## config.mk

```make
export PLATFORM = sky130hd
export DESIGN_NAME = int_sequencer
export DESIGN_NICKNAME = d
export VERILOG_FILES = /design/src/rtl/int_seq_pkg.sv /design/src/rtl/int_sequencer.sv
export SDC_FILE = /design/constraint.sdc
export NUM_CORES = 1
export LEC_CHECK = 0
export BUFFER_PORTS_ARGS = -buffer_cell sky130_fd_sc_hd__buf_2
export CORE_MARGIN = 3
export CORE_UTILIZATION = 48
export CTS_CLUSTER_DIAMETER = 40
export DETAILED_ROUTE_END_ITERATION = 10
export PLACE_DENSITY = 0.8
export SYNTH_ARGS = -nofsm -noshare
export SYNTH_HDL_FRONTEND = slang
export SYNTH_SLANG_ARGS = --single-unit
```

## constraint.sdc

```tcl
create_clock -name clk -period 2.2 [get_ports clk]
set_clock_uncertainty 0.1 [all_clocks]
set_input_delay 0.44 -clock clk [delete_from_list [all_inputs] [get_ports clk]]
set_output_delay 0.44 -clock clk [all_outputs]
set_load 0.005 [all_outputs]
```

## src/rtl/int_seq_pkg.sv

```systemverilog
// Shared constants and state encoding for the interrupt / RTI sequencer.
package int_seq_pkg;

  localparam int unsigned DATA_W = 16;
  localparam int unsigned PC_W   = 32;
  localparam int unsigned FLAG_W = 4;

  localparam logic [DATA_W-1:0] DEF_VEC_ADDR = 16'h0002;

  localparam int unsigned FLAG_Z = 0;
  localparam int unsigned FLAG_N = 1;
  localparam int unsigned FLAG_C = 2;
  localparam int unsigned FLAG_V = 3;

  typedef enum logic [3:0] {
    IDLE    = 4'd0,
    DRAIN   = 4'd1,
    PUSH_F  = 4'd2,
    PUSH_L  = 4'd3,
    PUSH_H  = 4'd4,
    VEC_L   = 4'd5,
    VEC_H   = 4'd6,
    LOAD    = 4'd7,
    POP_H   = 4'd8,
    POP_L   = 4'd9,
    POP_F   = 4'd10,
    RESTORE = 4'd11
  } state_t;

endpackage

```

## src/rtl/int_sequencer.sv

```systemverilog
// Interrupt entry / RTI exit sequencer: drains the pipe, pushes or pops the
// flags+PC frame on the data-memory stack and loads the handler or return PC.
module int_sequencer
  import int_seq_pkg::*;
#(
  parameter logic [DATA_W-1:0] VEC_ADDR = DEF_VEC_ADDR
) (
  input  logic              clk,
  input  logic              rst,
  input  logic              int_req,
  input  logic              rti,
  input  logic              pipe_busy,
  input  logic [PC_W-1:0]   pc,
  input  logic [FLAG_W-1:0] flags,
  input  logic [DATA_W-1:0] sp,
  input  logic [DATA_W-1:0] mem_rdata,
  output logic              stall_fetch,
  output logic              mem_req,
  output logic              mem_we,
  output logic [DATA_W-1:0] mem_addr,
  output logic [DATA_W-1:0] mem_wdata,
  output logic              sp_dec,
  output logic              sp_inc,
  output logic              pc_load,
  output logic [PC_W-1:0]   pc_next,
  output logic              flags_load,
  output logic [FLAG_W-1:0] flags_out,
  output logic              int_ack,
  output logic              in_isr
);

  state_t              state;
  state_t              stateNext;
  logic [DATA_W-1:0]   spQ;
  logic [PC_W-1:0]     pcQ;
  logic [FLAG_W-1:0]   flQ;
  logic [DATA_W-1:0]   vecLo;
  logic [DATA_W-1:0]   popHi;
  logic [DATA_W-1:0]   popLo;
  logic                inIsr;

  // State register and frame/vector capture registers.
  always_ff @(posedge clk) begin
    if (rst) begin
      state <= IDLE;
      spQ   <= '0;
      pcQ   <= '0;
      flQ   <= '0;
      vecLo <= '0;
      popHi <= '0;
      popLo <= '0;
      inIsr <= 1'b0;
    end else begin
      state <= stateNext;
      case (state)
        IDLE:    if (rti && inIsr) spQ <= sp;
        DRAIN: begin
          if (!pipe_busy) begin
            spQ <= sp;
            pcQ <= pc;
            flQ <= flags;
          end
        end
        VEC_H:   vecLo <= mem_rdata;
        POP_L:   popHi <= mem_rdata;
        POP_F:   popLo <= mem_rdata;
        LOAD:    inIsr <= 1'b1;
        RESTORE: inIsr <= 1'b0;
        default: ;
      endcase
    end
  end

  // Next-state logic; in_isr alone decides which request IDLE honours.
  always_comb begin
    stateNext = state;
    case (state)
      IDLE: begin
        if (int_req && !inIsr)  stateNext = DRAIN;
        else if (rti && inIsr)  stateNext = POP_H;
      end
      DRAIN:   if (!pipe_busy) stateNext = PUSH_F;
      PUSH_F:  stateNext = PUSH_L;
      PUSH_L:  stateNext = PUSH_H;
      PUSH_H:  stateNext = VEC_L;
      VEC_L:   stateNext = VEC_H;
      VEC_H:   stateNext = LOAD;
      LOAD:    stateNext = IDLE;
      POP_H:   stateNext = POP_L;
      POP_L:   stateNext = POP_F;
      POP_F:   stateNext = RESTORE;
      RESTORE: stateNext = IDLE;
      default: stateNext = IDLE;
    endcase
  end

  // Moore output decode; only LOAD/RESTORE pass mem_rdata straight through.
  always_comb begin
    stall_fetch = 1'b0;
    mem_req     = 1'b0;
    mem_we      = 1'b0;
    mem_addr    = '0;
    mem_wdata   = '0;
    sp_dec      = 1'b0;
    sp_inc      = 1'b0;
    pc_load     = 1'b0;
    pc_next     = '0;
    flags_load  = 1'b0;
    flags_out   = '0;
    int_ack     = 1'b0;
    case (state)
      DRAIN: stall_fetch = 1'b1;
      PUSH_F, PUSH_L, PUSH_H: begin
        stall_fetch = 1'b1;
        mem_req     = 1'b1;
        mem_we      = 1'b1;
        sp_dec      = 1'b1;
        if (state == PUSH_F) begin
          mem_addr  = spQ;
          mem_wdata = {{(DATA_W-FLAG_W){1'b0}}, flQ};
        end else if (state == PUSH_L) begin
          mem_addr  = spQ - DATA_W'(1);
          mem_wdata = pcQ[DATA_W-1:0];
        end else begin
          mem_addr  = spQ - DATA_W'(2);
          mem_wdata = pcQ[PC_W-1:DATA_W];
        end
      end
      VEC_L, VEC_H: begin
        stall_fetch = 1'b1;
        mem_req     = 1'b1;
        mem_addr    = (state == VEC_L) ? VEC_ADDR : VEC_ADDR + DATA_W'(1);
      end
      LOAD: begin
        stall_fetch = 1'b1;
        pc_load     = 1'b1;
        int_ack     = 1'b1;
        pc_next     = {mem_rdata, vecLo};
      end
      POP_H, POP_L, POP_F: begin
        stall_fetch = 1'b1;
        mem_req     = 1'b1;
        sp_inc      = 1'b1;
        if (state == POP_H)      mem_addr = spQ + DATA_W'(1);
        else if (state == POP_L) mem_addr = spQ + DATA_W'(2);
        else                     mem_addr = spQ + DATA_W'(3);
      end
      RESTORE: begin
        stall_fetch = 1'b1;
        pc_load     = 1'b1;
        pc_next     = {popHi, popLo};
        flags_load  = 1'b1;
        flags_out   = mem_rdata[FLAG_W-1:0];
      end
      default: ;
    endcase
  end

  assign in_isr = inIsr;

endmodule

```

**Word level (Yosys, flattened, before mapping)**

Cells that the tools add are included.

- Register bits after elaboration: 105
- Input bits: 73
- Output and inout bits: 77
- Logic and storage cells: 69

- Add/sub/neg operators: 5
- Eq/ne operators: 14
- Multiplexer cells: 26
- Bitwise gates (word level): 1
- Reduce and logical (&&, ||, !) cells: 15

Operators with widths:

| cell | count |
|---|---|
| 16-bit two-way mux | 9 |
| 32-bit one-hot mux with 2 select lines | 1 |
| 16-bit one-hot mux with 3 select lines | 1 |
| 4-bit one-hot mux with 10 select lines | 1 |
| 16-bit by 2-bit adder with 16-bit output (second input constant) | 2 |
| 16-bit one-hot mux with 2 select lines | 1 |
| 16-bit by 1-bit adder with 16-bit output (second input constant) | 1 |
| 4-bit by 3-bit equality test with 1-bit output (second input constant) | 4 |
| 4-bit equality test (second input constant) | 4 |
| 4-bit two-way mux | 4 |
| 16-bit by 1-bit subtractor with 16-bit output (second input constant) | 1 |
| 16-bit by 2-bit subtractor with 16-bit output (second input constant) | 1 |
| 11-bit OR reduction | 1 |
| 4-bit by 2-bit equality test with 1-bit output (second input constant) | 2 |
| 1-bit two-way mux | 8 |
| 8-bit OR reduction | 1 |
| 3-bit OR reduction | 2 |
| 4-bit by 1-bit equality test with 1-bit output (second input constant) | 1 |
| 4-bit logical NOT | 1 |
| 2-bit != test (second input constant) | 2 |
| 2-bit AND reduction | 2 |
| 2-bit nonzero test | 2 |
| 2-bit OR reduction | 2 |
| 3-bit != test (second input constant) | 1 |
| other kinds (5) | 6 |

**Depth between registers and ports, before layout**

- Depth after elaboration: 4
- Mapped depth: 8
- Mapped depth without buffers: 7

**Least setup slack after synthesis**

OpenSTA, ideal clock, no wires.

- Path type: reg-to-output
- Start: register spQ[6]
- End: output port mem_addr[15]
- Arrival time: 1.851 ns
- Required time: 1.660 ns
- Slack: -0.191 ns
- Cell stages (with the launch flop): 7
- Buffers on the path: 1
- Cells stage by stage: dfxtp_1 buf_6 or4_4 or4_4 nor4_4 a21oi_1 a2bb2oi_1

- Word-level cells in the longest chain between the ends: 4
- Elaborated cells between the ends (all ways): 10
- Those cells by class: 5 x add/sub; 5 x mux

RTL lines:

| item | line | RTL |
|---|---|---|
| start: declaration | int_sequencer.sv:34 | `logic [DATA_W-1:0] spQ;` |
| start signal: assignment | int_sequencer.sv:56 | `IDLE: if (rti && inIsr) spQ <= sp;` |
| start signal: assignment | int_sequencer.sv:59 | `spQ <= sp;` |
| 16-bit by 2-bit adder with 16-bit output, or another cell as far along | int_sequencer.sv:146 | `else mem_addr = spQ + DATA_W'(3);` |
| 16-bit two-way mux (on tied branches) | int_sequencer.sv:145, int_sequencer.sv:121 |  |
| 16-bit two-way mux (on tied branches) | int_sequencer.sv:144, int_sequencer.sv:118 |  |
| 16-bit one-hot mux with 3 select lines (*) | int_sequencer.sv:111 | `case (state)` |
| end: declaration | int_sequencer.sv:20 | `output logic [DATA_W-1:0] mem_addr,` |

Every way passes the cells marked *; elsewhere a longest branch is shown, timed or not.

**Worst setup path after layout**

- Start: register state[1]
- End: output port mem_addr[14]

- Word-level cells in the longest chain between the ends: 4
- Elaborated cells between the ends (all ways): 16
- Those cells by class: 8 x eq/ne; 5 x mux; 3 x reduce/logical

RTL lines:

| item | line | RTL |
|---|---|---|
| start: declaration | int_sequencer.sv:32 | `state_t state;` |
| start signal: assignment | int_sequencer.sv:54 | `state <= stateNext;` |
| 4-bit equality test / 4-bit by 2-bit equality test with 1-bit output (equally long branches) | int_sequencer.sv:111, int_sequencer.sv:145, int_sequencer.sv:121 |  |
| 16-bit two-way mux (on tied branches) | int_sequencer.sv:145, int_sequencer.sv:121 |  |
| 16-bit two-way mux (on tied branches) | int_sequencer.sv:144, int_sequencer.sv:118 |  |
| 16-bit one-hot mux with 3 select lines (*) | int_sequencer.sv:111 |  |

Marks and branches as above.

==> flow_metrics.env <==
export IMPL_reg2reg_slack_ns=-0.20
export IMPL_start_util=0.4992
export IMPL_ir_worst_vdd_v=0.0005124
export IMPL_worst_path_buf_inv=3
export IMPL_cts_htree_levels=3
export IMPL_finalHoldViolCount=0
export IMPL_layout_cells_non_filler=1132
export IMPL_dr_pass1_iters=8
export IMPL_fin_crit_sh=1.312
export IMPL_worstPathMaxFanout=5
export IMPL_grt_pass1_wl_um=34640
export IMPL_max_clock_freq_ghz=0.3465
export IMPL_register_area_um2=2121
export IMPL_n_antenna_cell=0
export IMPL_drtIter0Drc=991
export IMPL_clk_pin_slew_ns=0.08
export IMPL_crit_path_start="state[1]"
export IMPL_fin_crit_ns=2.886
export IMPL_clock_sinks=105
export IMPL_yosysSeqAreaShare=0.3817
export IMPL_synthArstFlopShare=0
export IMPL_syn_nets=823
export IMPL_vias_per_cell=6.419
export IMPL_routed_wl_um=25940
export IMPL_status="finished, violations left"
export IMPL_yosys_warnings=0
export IMPL_cts_root_buf="clkbuf_16"
export IMPL_final_setup_viol_count=111
export IMPL_max_cap_viol_count=0
export IMPL_setup_slack_ns=-0.6859
export IMPL_areaGrowthSynthToFinish_pct=62.08
export IMPL_num_rows=38
export IMPL_worstRegToRegCells=12
export IMPL_avgSynthCellArea_um2=7.391
export IMPL_drv_slew=0
export IMPL_arrival_ns=2.35
export IMPL_first_global_vias=6696
export IMPL_worstReg2RegEnd="pcQ[15]"
export IMPL_crit_end="mem_addr[14]"
export IMPL_crit_chain="buf_6 -> nor3b_4 -> mux2i_4 -> o311a_4 -> buf_4 -> a21oi_1 -> a2bb2oi_2 -> buf_2"
export IMPL_cellLeakagePower_uw=0.003674
export IMPL_drive_above_1_share=0.4768
export IMPL_io_pins=150
export IMPL_gr_total_overflow=0
export IMPL_max_slew_margin=0.6117
export IMPL_chipWidth_um=113.1
export IMPL_ant_nets=0
export IMPL_yosys_most_used_dff="dfxtp_1"
export IMPL_violations="negative setup slack"
export IMPL_grt_use_total=0.3343
export IMPL_wire_per_inst_um=22.91
export IMPL_yosysTopAreaCell="dfxtp_1"
export IMPL_port_buffers=149
export IMPL_crit_family="compound AO/OA/AOI/OAI gates"
export IMPL_r2r_start="state[1]"
export IMPL_worstMarginPinSlew_ns=0.5824
export IMPL_multi_input_area_um2=3919
export IMPL_setup_tns_ns=-34.18
export IMPL_ys_ff_latch=105
export IMPL_cts_tree="built"
export IMPL_synth_top_cell_area_share=0.3817
export IMPL_end_kind="output pin"
export IMPL_dp_hpwl_um=11640
export IMPL_critical_path_depth=8
export IMPL_syn_area_um2=5507
export IMPL_hold_path_class="in2reg"
export IMPL_layout_filler_cells=652
export IMPL_die_y_um=113.1
export IMPL_synth_edf_count=0
export IMPL_critical_path_required_ns=1.66
export IMPL_antenna_found_initial=0
export IMPL_fp_coreArea_um2=11030
export IMPL_cts_inserted_buffers=9
export IMPL_synth_area_top_cells="dfxtp_1 (38%), nand2_1 (15%), a21oi_1 (10%), a22o_1 (5.1%), mux2i_1 (3.5%)"
export IMPL_drc_errors=0
export IMPL_slowest_delay_ns=0.38
export IMPL_syn_inst=745
export IMPL_cpMaxStageDelayCell="mux2i_4"
export IMPL_placed_cells=1062
export IMPL_num_nets_final=1065
export IMPL_worstSetupStartpointType="flip-flop"
export IMPL_clk_latency_ns=0.36
export IMPL_dr_total_vias=7266
export IMPL_synth_distinct_cells=61
export IMPL_final_common_cell="nand2_1"
export IMPL_fin_util=0.8091
export IMPL_grt_max_degree=50
export IMPL_die_area_um2=12790
export IMPL_powerDensity_nw_per_um2=601.5
export IMPL_critPathKind="reg2out"
export IMPL_rsz0062_at_grt="yes"
export IMPL_gp_congestion=0.9288
export IMPL_final_cell_mix="nand2_1 (179), buf_2 (141), dfxtp_1 (98)"
export IMPL_clockBufferDepth=2
## worst min path at each step
stage,slack [ns],start,to,cells past startpoint
after floorplan,0.34,pcQ[13],pcQ[13],2
after global placement,0.34,popHi[2],popHi[2],2
after detailed placement,0.35,popHi[2],popHi[2],2
after CTS,0.21,pc[22],pcQ[22],3
after global routing,0.22,pc[17],pcQ[17],3
final,0.21,pc[2],pcQ[2],3
## state kept, by name, summed over array words and instances (netlist names)
signal / count
pcQ: 32
popHi: 16
popLo: 16
spQ: 16
vecLo: 16
flQ: 4
state: 4
in_isr: 1
## power breakdown
| part | switching [uW] | internal [uW] | total [uW] |
|---|---|---|---|
| clock network | 861 | 919 | 1780 |
| logic | 829 | 744 | 1570 |
| registers | 57.7 | 1960 | 2020 |
## repair_timing
action / in CTS / in global routing
buffers inserted: 35 / 15
pin swaps: 44 / 52
cloned: 11 / 4
gates resized for setup: 155 / 129
hold buffers: 0 / 0
setup endpoints to repair: 75 / 96
hold endpoints to repair: 0 / 0
## through the flow
stage	cell area, um^2	power (uW)	hold WS, ns	setup WS [ns]
after floorplan	5555	2602	0.3360	-0.1656
after global placement	6950	3039	0.3414	-0.1935
after detailed placement	6950	3055	0.3462	-0.2313
after CTS	8303	4983	0.2138	-0.5698
after global routing	8925	5511	0.2216	-0.8900
final	8925	5369	0.2132	-0.6859
## cell usage after synthesis (all sizes together), types with 5 or more instances
cell    count
nand3       9
buf        16
clkbuf     46
mux2i      19
and3        9
dfxtp     105
a22o       32
a31oi      10
nand2     217
inv         7
nor4        5
a21oi     111
o21ai      17
ha          5
nor2       44
nor3        7
nand2b      7
## area by class of cell
class,instances,share of cell area
tap,140,0.01963
clock inverter,7,0.01108
inverter,8,0.005888
timing repair buffer,292,0.2615
sequential,105,0.2376
multi-input combinational,571,0.4391
clock buffer,9,0.02523
## worst register-to-register path, cell delays in order (launching register included)
cell and delay (ns):
dfxtp_4 0.37, buf_6 0.13, buf_6 0.11, buf_6 0.12
buf_6 0.11, buf_6 0.10, nand2b_4 0.17, buf_6 0.14
nor4_4 0.36, buf_4 0.21, clkbuf_16 0.18, nand2_1 0.08
a21oi_1 0.14
## layer usage
layer | up-vias | global-route usage | part of all wire
met2 | 664 | 0.5478 | 0.45
li1 | 3074 | - | -
met4 | 0 | 0.1723 | 0.077
met5 | - | 0 | 0
met1 | 3318 | 0.4149 | 0.36
met3 | 210 | 0.06952 | 0.11
## cell families after synthesis
logic type,after synthesis,synth area share
buf+inv,70,0.05431
fa+ha+maj,6,0.01318
compound gates,207,0.2356
flops,105,0.3817
mux,21,0.03863
xor+xnor,5,0.007952
simple gates,331,0.2686
Note: power is estimated with default switching activity, not from simulation.
